$ cat config.mk
export PLATFORM = sky130hd
export DESIGN_NAME = fp_add_arbiter
export DESIGN_NICKNAME = d
export VERILOG_FILES = /design/src/rtl/fp_add_pkg.sv /design/src/rtl/rr_arbiter.sv /design/src/rtl/fp_add_arbiter.sv
export SDC_FILE = /design/constraint.sdc
export NUM_CORES = 1
export LEC_CHECK = 0
export BUFFER_PORTS_ARGS = -buffer_cell sky130_fd_sc_hd__buf_4
export CORE_AREA = 2 2 108 110
export CTS_BUF_LIST = sky130_fd_sc_hd__clkbuf_4 sky130_fd_sc_hd__clkbuf_8
export DETAILED_ROUTE_END_ITERATION = 7
export DIE_AREA = 0 0 110 112
export PLACE_DENSITY = 0.76
export SYNTH_ARGS = -nofsm -noshare
export SYNTH_HDL_FRONTEND = slang
export SYNTH_SLANG_ARGS = --single-unit
$ cat constraint.sdc
create_clock -name clk -period 2.97 [get_ports clk]
set_input_delay 0.297 -clock clk [delete_from_list [all_inputs] [get_ports clk]]
set_output_delay 0.297 -clock clk [all_outputs]
set_load 0.03 [all_outputs]
$ cat src/rtl/fp_add_pkg.sv
// Shared types and helpers for the floating-point adder arbiter.
//   rm_t      : 2-bit rounding mode, same encoding as the adder's sign_select stage
//   flags_t   : {nan, inf, zero} result flags returned by the adder
//   onehot_dec: one bit of a one-hot decode of a requester id
package fp_add_pkg;

    typedef logic [1:0] rm_t;

    localparam rm_t RM_RNE = 2'b00;
    localparam rm_t RM_RZ  = 2'b01;
    localparam rm_t RM_RP  = 2'b10;
    localparam rm_t RM_RM  = 2'b11;

    typedef struct packed {
        logic nan;
        logic inf;
        logic zero;
    } flags_t;

    // Returns bit 'idx' of the one-hot decode of 'id'. Requester counts are at
    // most 8, so a 3-bit id covers every configuration.
    function automatic logic onehot_dec(input logic [2:0] id, input int idx);
        return id == 3'(idx);
    endfunction

endpackage

$ cat src/rtl/rr_arbiter.sv
// Round-robin arbiter with an internal priority pointer.
//   clk, reset : clock and synchronous active-high reset (pointer -> 0)
//   req        : per-requester request lines
//   advance    : the current grant was taken; move the pointer past it
//   grant      : one-hot (or zero) grant, combinational on req
module rr_arbiter #(
    parameter int N = 2
) (
    input  logic         clk,
    input  logic         reset,
    input  logic [N-1:0] req,
    input  logic         advance,
    output logic [N-1:0] grant
);

    localparam int PW = (N > 1) ? $clog2(N) : 1;

    logic [PW-1:0] ptr;
    logic [PW-1:0] grant_idx;
    logic [PW-1:0] ptr_next;
    logic          found;

    // Search from the pointer, wrapping modulo N; the first asserted request wins.
    always_comb begin
        int idx;
        idx       = 0;
        grant     = '0;
        grant_idx = '0;
        found     = 1'b0;
        for (int off = 0; off < N; off++) begin
            idx = int'(ptr) + off;
            if (idx >= N) begin
                idx = idx - N;
            end
            if (!found && req[idx]) begin
                found      = 1'b1;
                grant[idx] = 1'b1;
                grant_idx  = PW'(idx);
            end
        end
    end

    // The requester just served drops to lowest priority.
    always_comb begin
        ptr_next = '0;
        if (grant_idx != PW'(N - 1)) begin
            ptr_next = grant_idx + PW'(1);
        end
    end

    // Pointer moves only on an accepted grant.
    always_ff @(posedge clk) begin
        if (reset) begin
            ptr <= '0;
        end else if (advance && found) begin
            ptr <= ptr_next;
        end
    end

endmodule

$ cat src/rtl/fp_add_arbiter.sv
// Shares one fixed-latency pipelined FP adder between NREQ requesters.
// Round-robin arbitration picks one request per cycle, the winner's operands
// are registered onto the adder issue port, and a tag pipe matching the adder
// latency carries the owner id so the result can be routed back.
//   req_valid/req_ready/req_a/req_b/req_sub/req_rm : requester ports (packed per id)
//   add_valid/add_a/add_b/add_sub/add_rm           : registered adder issue
//   add_res_valid/add_res/add_flags                : adder result
//   resp_valid/resp_res/resp_flags                 : one-hot routed response
//   proto_err                                      : sticky latency-mismatch error
module fp_add_arbiter
    import fp_add_pkg::*;
#(
    parameter int NREQ = 2,
    parameter int W    = 32,
    parameter int LAT  = 3
) (
    input  logic              clk,
    input  logic              reset,
    input  logic [NREQ-1:0]   req_valid,
    output logic [NREQ-1:0]   req_ready,
    input  logic [NREQ*W-1:0] req_a,
    input  logic [NREQ*W-1:0] req_b,
    input  logic [NREQ-1:0]   req_sub,
    input  logic [NREQ*2-1:0] req_rm,
    output logic              add_valid,
    output logic [W-1:0]      add_a,
    output logic [W-1:0]      add_b,
    output logic              add_sub,
    output logic [1:0]        add_rm,
    input  logic              add_res_valid,
    input  logic [W-1:0]      add_res,
    input  logic [2:0]        add_flags,
    output logic [NREQ-1:0]   resp_valid,
    output logic [W-1:0]      resp_res,
    output logic [2:0]        resp_flags,
    output logic              proto_err
);

    localparam int IDW = (NREQ > 1) ? $clog2(NREQ) : 1;
    localparam int BW  = $clog2(LAT + 1);

    logic [NREQ-1:0] grant;
    logic            handshake;
    logic [W-1:0]    sel_a;
    logic [W-1:0]    sel_b;
    logic            sel_sub;
    rm_t             sel_rm;
    logic [IDW-1:0]  sel_id;
    logic [IDW-1:0]  issue_id;

    logic            tag_v  [LAT];
    logic [IDW-1:0]  tag_id [LAT];
    logic            tag_last_v;
    logic [IDW-1:0]  tag_last_id;

    logic [BW-1:0]   blank_cnt;
    logic            mismatch;
    logic            err_sticky;
    logic            resp_hit;

    rr_arbiter #(.N(NREQ)) u_arb (
        .clk     (clk),
        .reset   (reset),
        .req     (req_valid),
        .advance (handshake),
        .grant   (grant)
    );

    // No request is accepted while reset is held.
    assign req_ready = reset ? '0 : grant;
    assign handshake = |(req_valid & req_ready);

    // Select the granted requester's fields for the issue register.
    always_comb begin
        sel_a   = '0;
        sel_b   = '0;
        sel_sub = 1'b0;
        sel_rm  = RM_RNE;
        sel_id  = '0;
        for (int i = 0; i < NREQ; i++) begin
            if (grant[i]) begin
                sel_a   = req_a[i*W +: W];
                sel_b   = req_b[i*W +: W];
                sel_sub = req_sub[i];
                sel_rm  = rm_t'(req_rm[i*2 +: 2]);
                sel_id  = IDW'(i);
            end
        end
    end

    // Issue register: strobe follows the handshake, data holds between issues.
    always_ff @(posedge clk) begin
        if (reset) begin
            add_valid <= 1'b0;
            add_a     <= '0;
            add_b     <= '0;
            add_sub   <= 1'b0;
            add_rm    <= RM_RNE;
            issue_id  <= '0;
        end else begin
            add_valid <= handshake;
            if (handshake) begin
                add_a    <= sel_a;
                add_b    <= sel_b;
                add_sub  <= sel_sub;
                add_rm   <= sel_rm;
                issue_id <= sel_id;
            end
        end
    end

    // Tag pipe mirrors the adder pipeline; it never stalls.
    always_ff @(posedge clk) begin
        if (reset) begin
            for (int k = 0; k < LAT; k++) begin
                tag_v[k]  <= 1'b0;
                tag_id[k] <= '0;
            end
        end else begin
            tag_v[0]  <= add_valid;
            tag_id[0] <= issue_id;
            for (int k = 1; k < LAT; k++) begin
                tag_v[k]  <= tag_v[k-1];
                tag_id[k] <= tag_id[k-1];
            end
        end
    end

    assign tag_last_v  = tag_v[LAT-1];
    assign tag_last_id = tag_id[LAT-1];

    // After reset the adder may still deliver results for discarded tags;
    // mismatches are ignored until those have drained (LAT cycles).
    always_ff @(posedge clk) begin
        if (reset) begin
            blank_cnt <= BW'(LAT);
        end else if (blank_cnt != '0) begin
            blank_cnt <= blank_cnt - BW'(1);
        end
    end

    assign mismatch = (tag_last_v != add_res_valid) && (blank_cnt == '0);

    always_ff @(posedge clk) begin
        if (reset) begin
            err_sticky <= 1'b0;
        end else if (mismatch) begin
            err_sticky <= 1'b1;
        end
    end

    // The error is visible in the cycle the mismatch occurs, then stays set.
    assign proto_err = !reset && (err_sticky || mismatch);

    assign resp_hit = !reset && tag_last_v && add_res_valid;

    always_comb begin
        resp_valid = '0;
        for (int i = 0; i < NREQ; i++) begin
            resp_valid[i] = resp_hit && onehot_dec(3'(tag_last_id), i);
        end
    end

    assign resp_res   = add_res;
    assign resp_flags = add_flags;

endmodule
==> results_dict.tcl, run 1 <==
set metrics [dict create \
    synth.top_cells.by_count "dfxtp_1, nor2_1, a21oi_1, inv_1, a31oi_1" \
    drtAntennaViolNets 0 \
    finalNonFillerCells 822 \
    viasPerCell 5.41 \
    fp.dieW_um 110 \
    switchingPower_mw 0.953 \
    synth_most_common_cell "dfxtp_1" \
    finalSetupViolations 0 \
    p_leak_nw 2.87 \
    yosysWarnings 0 \
    cts_made_buffers 9 \
    use_met3_pct 5.62 \
    routed_wl_mm 13.2 \
    worstPathMaxFanout 21 \
    fin_nets 849 \
    async_reset_ff_share_pct 0 \
    synth_area_mm2 0.00440 \
    ctsLongestPathBuffers 2 \
    drive_above_1_share_pct 42.1 \
    power.density_mw_per_mm2 495 \
    cts_root_buf "clkbuf_8" \
    cts_resized 0 \
    rsz0062_at_grt "no" \
    clkTransAtPathRegs_ns 0.09 \
    grt_usage_pct 20.0 \
    routedWlPerCell_um 16.1 \
    antenna_found_initial 0 \
    first_pass_iters 5 \
    die_h_um 112 \
    globalRouteMet2Util_pct 34.4 \
    cts_hold_buf 0 \
    ys.flop_type "dfxtp_1" \
    vias 4447 \
    place.gp.congestion 0.784 \
    pwr-share-clk_pct 29.5 \
    rows 39 \
    syn_to_final_growth_pct 32.6 \
    die_area_mm2 0.0123 \
    grt-busiest-layer "met2" \
    synthTopCellsByArea "dfxtp_1, o221a_2, a31oi_1" \
    cts_tree "done" \
    antenna_cells 0 \
    grt_pass1_vias 4160 \
    n_fill_cell 1045 \
    dp_cells 806 \
    use_met1_pct 23.6 \
    cts_htree_levels 3 \
    maxSlewHeadroom_pct 56.5 \
    initial_core_util_pct 39.4 \
    io_pins 282 \
    synth_top_area_share_pct 35.9 \
    max-cap-violations 0 \
    coreArea_mm2 0.0112 \
    swShare_pct 33.0 \
    final.period_utilization_pct 67.2 \
    hold_viol_final 0 \
    fmax_mhz 501 \
    tightest_slew_ns 0.652 \
    syn_area_per_cell_um2 8.23 \
    setup_slack_ns 0.975 \
    period_minus_slack_ns 2.00 \
    grt_pass1_wl_mm 19.6 \
    grt_max_degree 112 \
    synth-seq-cells 79 \
    drt-initial-drc-count 280 \
    cp-start-kind "flip-flop" \
    grt_overflow 0 \
    clk_latency_ns 0.35 \
    synth.net_count 710 \
    finalPower_mw 2.89 \
    netlist_instances 535 \
    peakVddDrop_mv 0.260 \
    synth-edff-count 0 \
    combPwrFrac_pct 28.5 \
    p_int_mw 1.93 \
    cts_setup_buffers 0 \
    outcome "complete, no violations" \
    synth_cell_type_count 25 \
    hold_path_class "in -> reg" \
    finalMaxSlewViolations 0 \
    hpwl_mm 9.31 \
    worstPathRequired_ns 2.67 \
    multi_input_area_mm2 0.00194 \
    seq_area_mm2 0.00158 \
    critical_path_class "reg -> out" \
    pwr-share-seq_pct 42.0 \
    arrival_ns 1.70 \
    clock-sinks 79 \
    preCtsSetupSlack_ns 1.35 \
    worst_setup_path_end_kind "output pin" \
    setup_tns_ns 0 \
    ys_seq_area_share_pct 35.9 \
    drc 0 \
    io_buffer_count 211 \
    finClkSkew_ns 0.00953 \
    yosys.area.top_type "dfxtp_1" \
]
## final timing paths
path                                start                      end  slack (ns)  depth (start not counted)
hold reg to reg   tag_id[0][1]$_SDFF_PP0_  tag_id[0][2]$_SDFF_PP0_        0.44                          1
setup / recovery                flip-flop             req_ready[0]        0.97                          4
setup reg to reg                flip-flop    add_a[3]$_SDFFE_PP0P_        1.36                          4
hold / removal                  req_a[17]   add_a[17]$_SDFFE_PP0P_        0.22                          2
## flip-flops by register name (all words and copies together), names as in the netlist, named ones only
name        flops
issue_id        1
blank_cnt       2
tag_v           3
err_sticky      1
add_a          32
add_b          32
add_valid       1
tag_id          3
add_rm          2
add_sub         1
## metrics by stage
step | hold WS [ns] | util [%] | instance area (um2)
after floorplan | 0.414 | - | 4400
after global placement | 0.424 | 50.4 | 5630
after detailed placement | 0.427 | 50.4 | 5630
after CTS | 0.196 | 52.2 | 5840
after global routing | 0.189 | 52.2 | 5840
final | 0.217 | 52.2 | 5840
## metal layers
metal	vias to the layer above	routed length [um]
met2	222	6600
met5	-	0
met3	29	1120
met4	0	231
met1	2045	5270
li1	2151	-
## layout by cell type, fill, tap and decap left out, drive strengths merged
cell | synthesis | final
inv | 69 | 74
mux2i | 1 | 1
a21oi | 69 | 69
nor3 | 1 | 1
o221a | 67 | 67
o21ai | 1 | 1
o21bai | 1 | 1
ha | 1 | 1
nor3b | 2 | 2
nor2 | 73 | 73
nand2 | 3 | 3
clkinv | 0 | 1
nand2b | 1 | 1
nor2b | 7 | 7
a31oi | 67 | 67
bufinv | 0 | 1
or2 | 1 | 1
clkbuf | 16 | 9
buf | 74 | 218
xor2 | 2 | 2
dfxtp | 79 | 79
## critical path, stage by stage, from the launching register on
cell and delay (ns):
dfxtp_2 0.60, nand2_4 0.09, nand2_2 0.35, nor2_1 0.11, buf_4 0.20
## cell families (layout without fill, tap and decap cells)
logic type | after synthesis | count (layout) | synth area share, %
flip-flops | 79 | 79 | 35.9
AO/OA/AOI/OAI | 205 | 205 | 34.8
adder cells (fa/ha/maj) | 1 | 1 | 0.284
XOR/XNOR | 2 | 2 | 0.398
buffers and inverters | 159 | 303 | 20.0
AND/OR/NAND/NOR | 88 | 88 | 8.44
multiplexers | 1 | 1 | 0.227
## power by group through the flow
stage                     logic (mW)  registers, mW  clock network [mW]
after detailed placement       0.826           1.24                   0
after global routing           0.888           1.22               0.924
after global placement         0.806           1.23                   0
final                          0.824           1.21               0.851
after floorplan                0.448           1.38                   0
after CTS                      0.827           1.21               0.884
## final cells by class
| type | instances | share of cell area (%) |
|---|---|---|
| clock inverters | 7 | 1.46 |
| well taps | 143 | 3.06 |
| repair buffers | 218 | 28.5 |
| clock buffers | 9 | 2.12 |
| flip-flops and latches | 79 | 27.1 |
| inverters | 69 | 4.44 |
| multi-input cells | 297 | 33.3 |
Note: power is estimated with default switching activity, not from simulation.
==> run 2: changes to the inputs <==
Settings changed: CORE_AREA 2 2 108 110 to 2 2 110 112, DIE_AREA 0 0 110 112 to 0 0 112 114, PLACE_DENSITY 0.76 to 0.73.
Clock period 2.97 ns to 2.1 ns, I/O delays scaled along.
==> run 2 against run 1 <==
Compared with the run above: count of clock-buffer cells in the layout grew 4; hold slack got worse by 0.073 ns; clock skew down 0.0024 ns; final area grew 1.3%; critical path depth did not move; first-iteration DRC count rose by 7.1%; cell count grew 1.1%; sequential cell count unchanged; global-route usage shrank 0.75 points; sequential power grew 41%; setup slack got worse by 0.62 ns.
==> results_dict.tcl, run 2 (synthesized netlist as in run 1, its figures left out) <==
set metrics [dict create \
    cp_cell_sequence "nand2_4 > nand2_2 > nor2_1 > buf_4" \
    rows 40 \
    io_buffer_count 211 \
    globalRouteMet2Util_pct 32.9 \
    ctsLongestPathBuffers 2 \
    io_pins 282 \
    clock-sinks 79 \
    routed_wl_mm 13.0 \
    critical_path_class "reg -> out" \
    maxSlewHeadroom_pct 58.1 \
    slowest_delay_ns 0.57 \
    finalMaxSlewViolations 0 \
    layout_common_cells "buf_4, dfxtp_1, nor2_1, inv_1, a21oi_1" \
    cts_tree "done" \
    antenna_found_initial 0 \
    fin_nets 854 \
    vias 4425 \
    cts_made_buffers 9 \
    viasPerCell 5.32 \
    worst_setup_path_end_kind "output pin" \
    die_area_mm2 0.0128 \
    r2r_end "add_a[7]$_SDFFE_PP0P_" \
    p_int_mw 2.93 \
    grt_max_degree 96 \
    grt_overflow 0 \
    n_fill_cell 1129 \
    cp-start-kind "flip-flop" \
    drive_above_1_share_pct 42.5 \
    pwr-share-seq_pct 40.9 \
    combPwrFrac_pct 28.2 \
    cts_hold_buf 0 \
    routedWlPerCell_um 15.7 \
    swShare_pct 30.1 \
    finClkSkew_ns 0.00715 \
    antenna_cells 0 \
    grt_usage_pct 19.2 \
    cts_root_buf "clkbuf_8" \
    hold_viol_final 0 \
    die_h_um 114 \
    pwr-share-clk_pct 31.0 \
    cts_setup_buffers 0 \
    hpwl_mm 9.44 \
    first_pass_iters 5 \
    use_met3_pct 4.30 \
    fp.dieW_um 112 \
    crit_slowest_cell "dfxtp_2" \
    reg2reg_depth 4 \
    worstPathRequired_ns 1.89 \
    power.density_mw_per_mm2 708 \
    grt-busiest-layer "met2" \
    layout_commonest_cell "buf_4" \
    hold_path_depth 2 \
    arrival_ns 1.54 \
    finalSetupViolations 0 \
    drc 0 \
    clkTransAtPathRegs_ns 0.08 \
    cts_resized 0 \
    outcome "complete, no violations" \
    fmax_mhz 572 \
    place.gp.congestion 0.790 \
    drtAntennaViolNets 0 \
    rsz0062_at_grt "no" \
    setup_tns_ns 0 \
    grt_pass1_wl_mm 20.2 \
    p_leak_nw 2.91 \
    tightest_slew_ns 0.628 \
    worstHoldStart "req_a[17]" \
    final_util_pct 50.5 \
    drt-initial-drc-count 300 \
    switchingPower_mw 1.26 \
    use_met1_pct 23.6 \
    clk_latency_ns 0.34 \
    hold_path_class "in -> reg" \
    peakVddDrop_mv 0.315 \
    max-cap-violations 0 \
    grt_pass1_vias 4204 \
    multi_input_area_mm2 0.00194 \
    coreArea_mm2 0.0117 \
    worst-path-buf-inv 1 \
    crit_family "flip-flops" \
    final.period_utilization_pct 83.3 \
    reg_top3 "add_a (32), add_b (32)" \
    seq_area_mm2 0.00158 \
    worstPathMaxFanout 18 \
    period_minus_slack_ns 1.75 \
    syn_to_final_growth_pct 34.3 \
    holdPathEnd "add_a[17]$_SDFFE_PP0P_" \
    cts_htree_levels 3 \
    initial_core_util_pct 37.6 \
    r2r_slack_ns 0.67 \
]
[run 2: cell count changes in the layout (fill, tap and decap cells not counted), moves of 2 or more]
cell      delta
inv_6        -4
clkbuf_4     +2
buf_4        +4
clkbuf_8     +2
[run 2: layout make-up]
cell class / instances / area share (%)
Sequential cell: 79 / 26.8
Clock buffer: 13 / 2.81
Clock inverter: 3 / 1.10
Timing Repair Buffer: 223 / 29.0
Inverter: 69 / 4.38
Tap cell: 147 / 3.11
Multi-Input combinational cell: 297 / 32.8
[run 2: layer usage]
layer / vias to the layer above / share of wire (%)
met4: 0 / 2.2
met5: - / 0
met2: 219 / 49
li1: 2164 / -
met1: 2018 / 41
met3: 24 / 8.0
[run 2: worst register-to-register path, stage by stage (launching register included)]
cell and delay, ns:
dfxtp_2 0.57, nand2_4 0.09, nand2_2 0.26, buf_4 0.25, o221a_1 0.20
[run 2: power groups by stage]
stage | logic (mW) | clock network (mW) | registers [mW]
after floorplan | 0.633 | 0 | 1.94
after global placement | 1.15 | 0 | 1.74
after detailed placement | 1.18 | 0 | 1.75
after CTS | 1.18 | 1.33 | 1.71
after global routing | 1.27 | 1.40 | 1.73
final | 1.18 | 1.30 | 1.71
[run 2: metrics by stage]
stage / total power [mW] / hold slack [ns] / area (um2) / std cells / worst slack, ns
after global placement: 2.89 / 0.417 / 5680 / 815 / 0.683
final: 4.19 / 0.144 / 5920 / 831 / 0.351
after floorplan: 2.58 / 0.398 / 4400 / 535 / 0.502
after global routing: 4.40 / 0.119 / 5920 / 831 / 0.260
after detailed placement: 2.93 / 0.420 / 5680 / 815 / 0.668
after CTS: 4.23 / 0.123 / 5920 / 831 / 0.324
[run 2: how the worst max path moves through the flow]
| stage | depth (start not counted) | startpoint | slack [ns] | end |
|---|---|---|---|---|
| after floorplan | 4 | req_valid[1] | 0.50 | req_ready[1] |
| after global placement | 4 | req_valid[0] | 0.68 | add_a[22]$_SDFFE_PP0P_ |
| after CTS | 4 | flip-flop | 0.32 | req_ready[0] |
| final | 4 | flip-flop | 0.35 | req_ready[0] |
| after detailed placement | 4 | req_valid[0] | 0.67 | add_a[22]$_SDFFE_PP0P_ |
| after global routing | 4 | flip-flop | 0.26 | req_ready[0] |
==> run 3: changes to the inputs <==
Clock period 2.1 ns to 1.8 ns, I/O delays scaled along.
==> run 3 against run 2 <==
Compared with the run above: final area unchanged; count of clock-buffer cells in the layout down 3; die area unchanged; register-to-register slack worse by 0.12 ns; first-iteration DRC count up 22%; clock power up 14%; critical path depth unchanged; critical path type unchanged.
==> results_dict.tcl, run 3 (synthesized netlist as in run 1, its figures left out) <==
set metrics [dict create \
    drive_above_1_share_pct 42.4 \
    dp_cells 813 \
    first_pass_iters 5 \
    outcome "complete, no violations" \
    viasPerCell 5.32 \
    place_area_mm2 0.00569 \
    grt_pass1_wl_mm 19.6 \
    cts_setup_buffers 0 \
    maxSlewHeadroom_pct 61.7 \
    drtAntennaViolNets 0 \
    p_leak_nw 2.90 \
    cts_resized 0 \
    arrival_ns 1.52 \
    cts_made_buffers 9 \
    drt-initial-drc-count 367 \
    holdWs_ns 0.106 \
    worst-path-buf-inv 2 \
    coreArea_mm2 0.0117 \
    crit_slowest_cell "dfxtp_2" \
    finalSetupViolations 0 \
    io_buffer_count 211 \
    vias 4408 \
    hold_viol_final 0 \
    syn_to_final_growth_pct 34.3 \
    cp_cell_sequence "buf_12 > nor2b_1 > nor3b_1 > buf_4" \
    routed_wl_mm 12.9 \
    peakVddDrop_mv 0.443 \
    initial_core_util_pct 37.6 \
    place.gp.congestion 0.773 \
    rsz0062_at_grt "no" \
    reg2reg_depth 4 \
    finalMaxSlewViolations 0 \
    cts_root_buf "clkbuf_8" \
    layout_common_cells "buf_4, dfxtp_1, nor2_1, inv_1, a21oi_1" \
    setup_slack_ns 0.0993 \
    final_util_pct 50.5 \
    hold_path_class "in -> reg" \
    cp-start-kind "flip-flop" \
    routedWlPerCell_um 15.6 \
    fin_nets 852 \
    reg_top3 "add_a (32), add_b (32)" \
    worstPathRequired_ns 1.62 \
    power.density_mw_per_mm2 821 \
    cts_htree_levels 3 \
    worst_setup_path_end_kind "output pin" \
    antenna_cells 0 \
    hold_path_depth 2 \
    grt_pass1_vias 4101 \
    tightest_slew_ns 0.575 \
    cp_num_cells 4 \
    grt_overflow 0 \
    rows 40 \
    final.period_utilization_pct 94.5 \
    slowest_delay_ns 0.38 \
    n_fill_cell 1126 \
    design_area_mm2 0.00592 \
    io_pins 282 \
    fp.dieW_um 112 \
    clk_latency_ns 0.34 \
    finalPower_mw 4.85 \
    preCtsSetupSlack_ns 0.471 \
    grt_usage_pct 18.5 \
    die_h_um 114 \
    cts_hold_buf 0 \
    max-cap-violations 0 \
    finClkSkew_ns 0.00626 \
    clkTransAtPathRegs_ns 0.09 \
    antenna_found_initial 0 \
    grt_max_degree 82 \
    drc 0 \
    worstPathMaxFanout 69 \
    crit_family "buffers and inverters" \
    critical_path_class "reg -> out" \
    cts_tree "done" \
    finalNonFillerCells 829 \
    layout_commonest_cell "buf_4" \
    fmax_mhz 588 \
    setup_tns_ns 0 \
    hpwl_mm 9.17 \
    period_minus_slack_ns 1.70 \
    ctsLongestPathBuffers 2 \
    clock-sinks 79 \
    die_area_mm2 0.0128 \
]
## run 3: cell types whose count changed in the layout (fill, tap and decap cells not counted), sizes merged
cell	delta
clkbuf	-3
clkinv	+3
buf	-2
## run 3: final timing paths
path                                         startpoint  slack (ns)                 endpoint
worst min-delay path                           req_b[1]        0.11    add_b[1]$_SDFFE_PP0P_
worst min register to register  tag_id[0][0]$_SDFF_PP0_        0.44  tag_id[0][1]$_SDFF_PP0_
worst max-delay path                          flip-flop         0.1             req_ready[1]
worst max register to register                flip-flop        0.55   add_b[25]$_SDFFE_PP0P_
## run 3: cell type report
cell class | instances | area, um2 | area share, %
multi-input cells | 297 | 1940 | 32.8
inverters | 69 | 259 | 4.38
repair buffers | 221 | 1730 | 29.2
flip-flops and latches | 79 | 1580 | 26.8
well taps | 147 | 184 | 3.11
clock buffers | 10 | 138 | 2.33
clock inverters | 6 | 83.8 | 1.42
## run 3: metal layers
layer / global-route usage [%] / part of all wire, % / wire length (um) / up-vias
met1: 23.3 / 41 / 5360 / 2039
met2: 31.0 / 49 / 6280 / 199
li1: - / - / - / 2152
met5: 0 / 0 / 0 / -
met4: 6.10 / 1.8 / 229 / 0
met3: 5.15 / 8.1 / 1050 / 18
## run 3: power by group
part | switching [mW] | leakage, nW | internal [mW]
clock | 0.666 | 0.116 | 0.815
combinational | 0.751 | 2.13 | 0.633
sequential | 0.0898 | 0.659 | 1.90
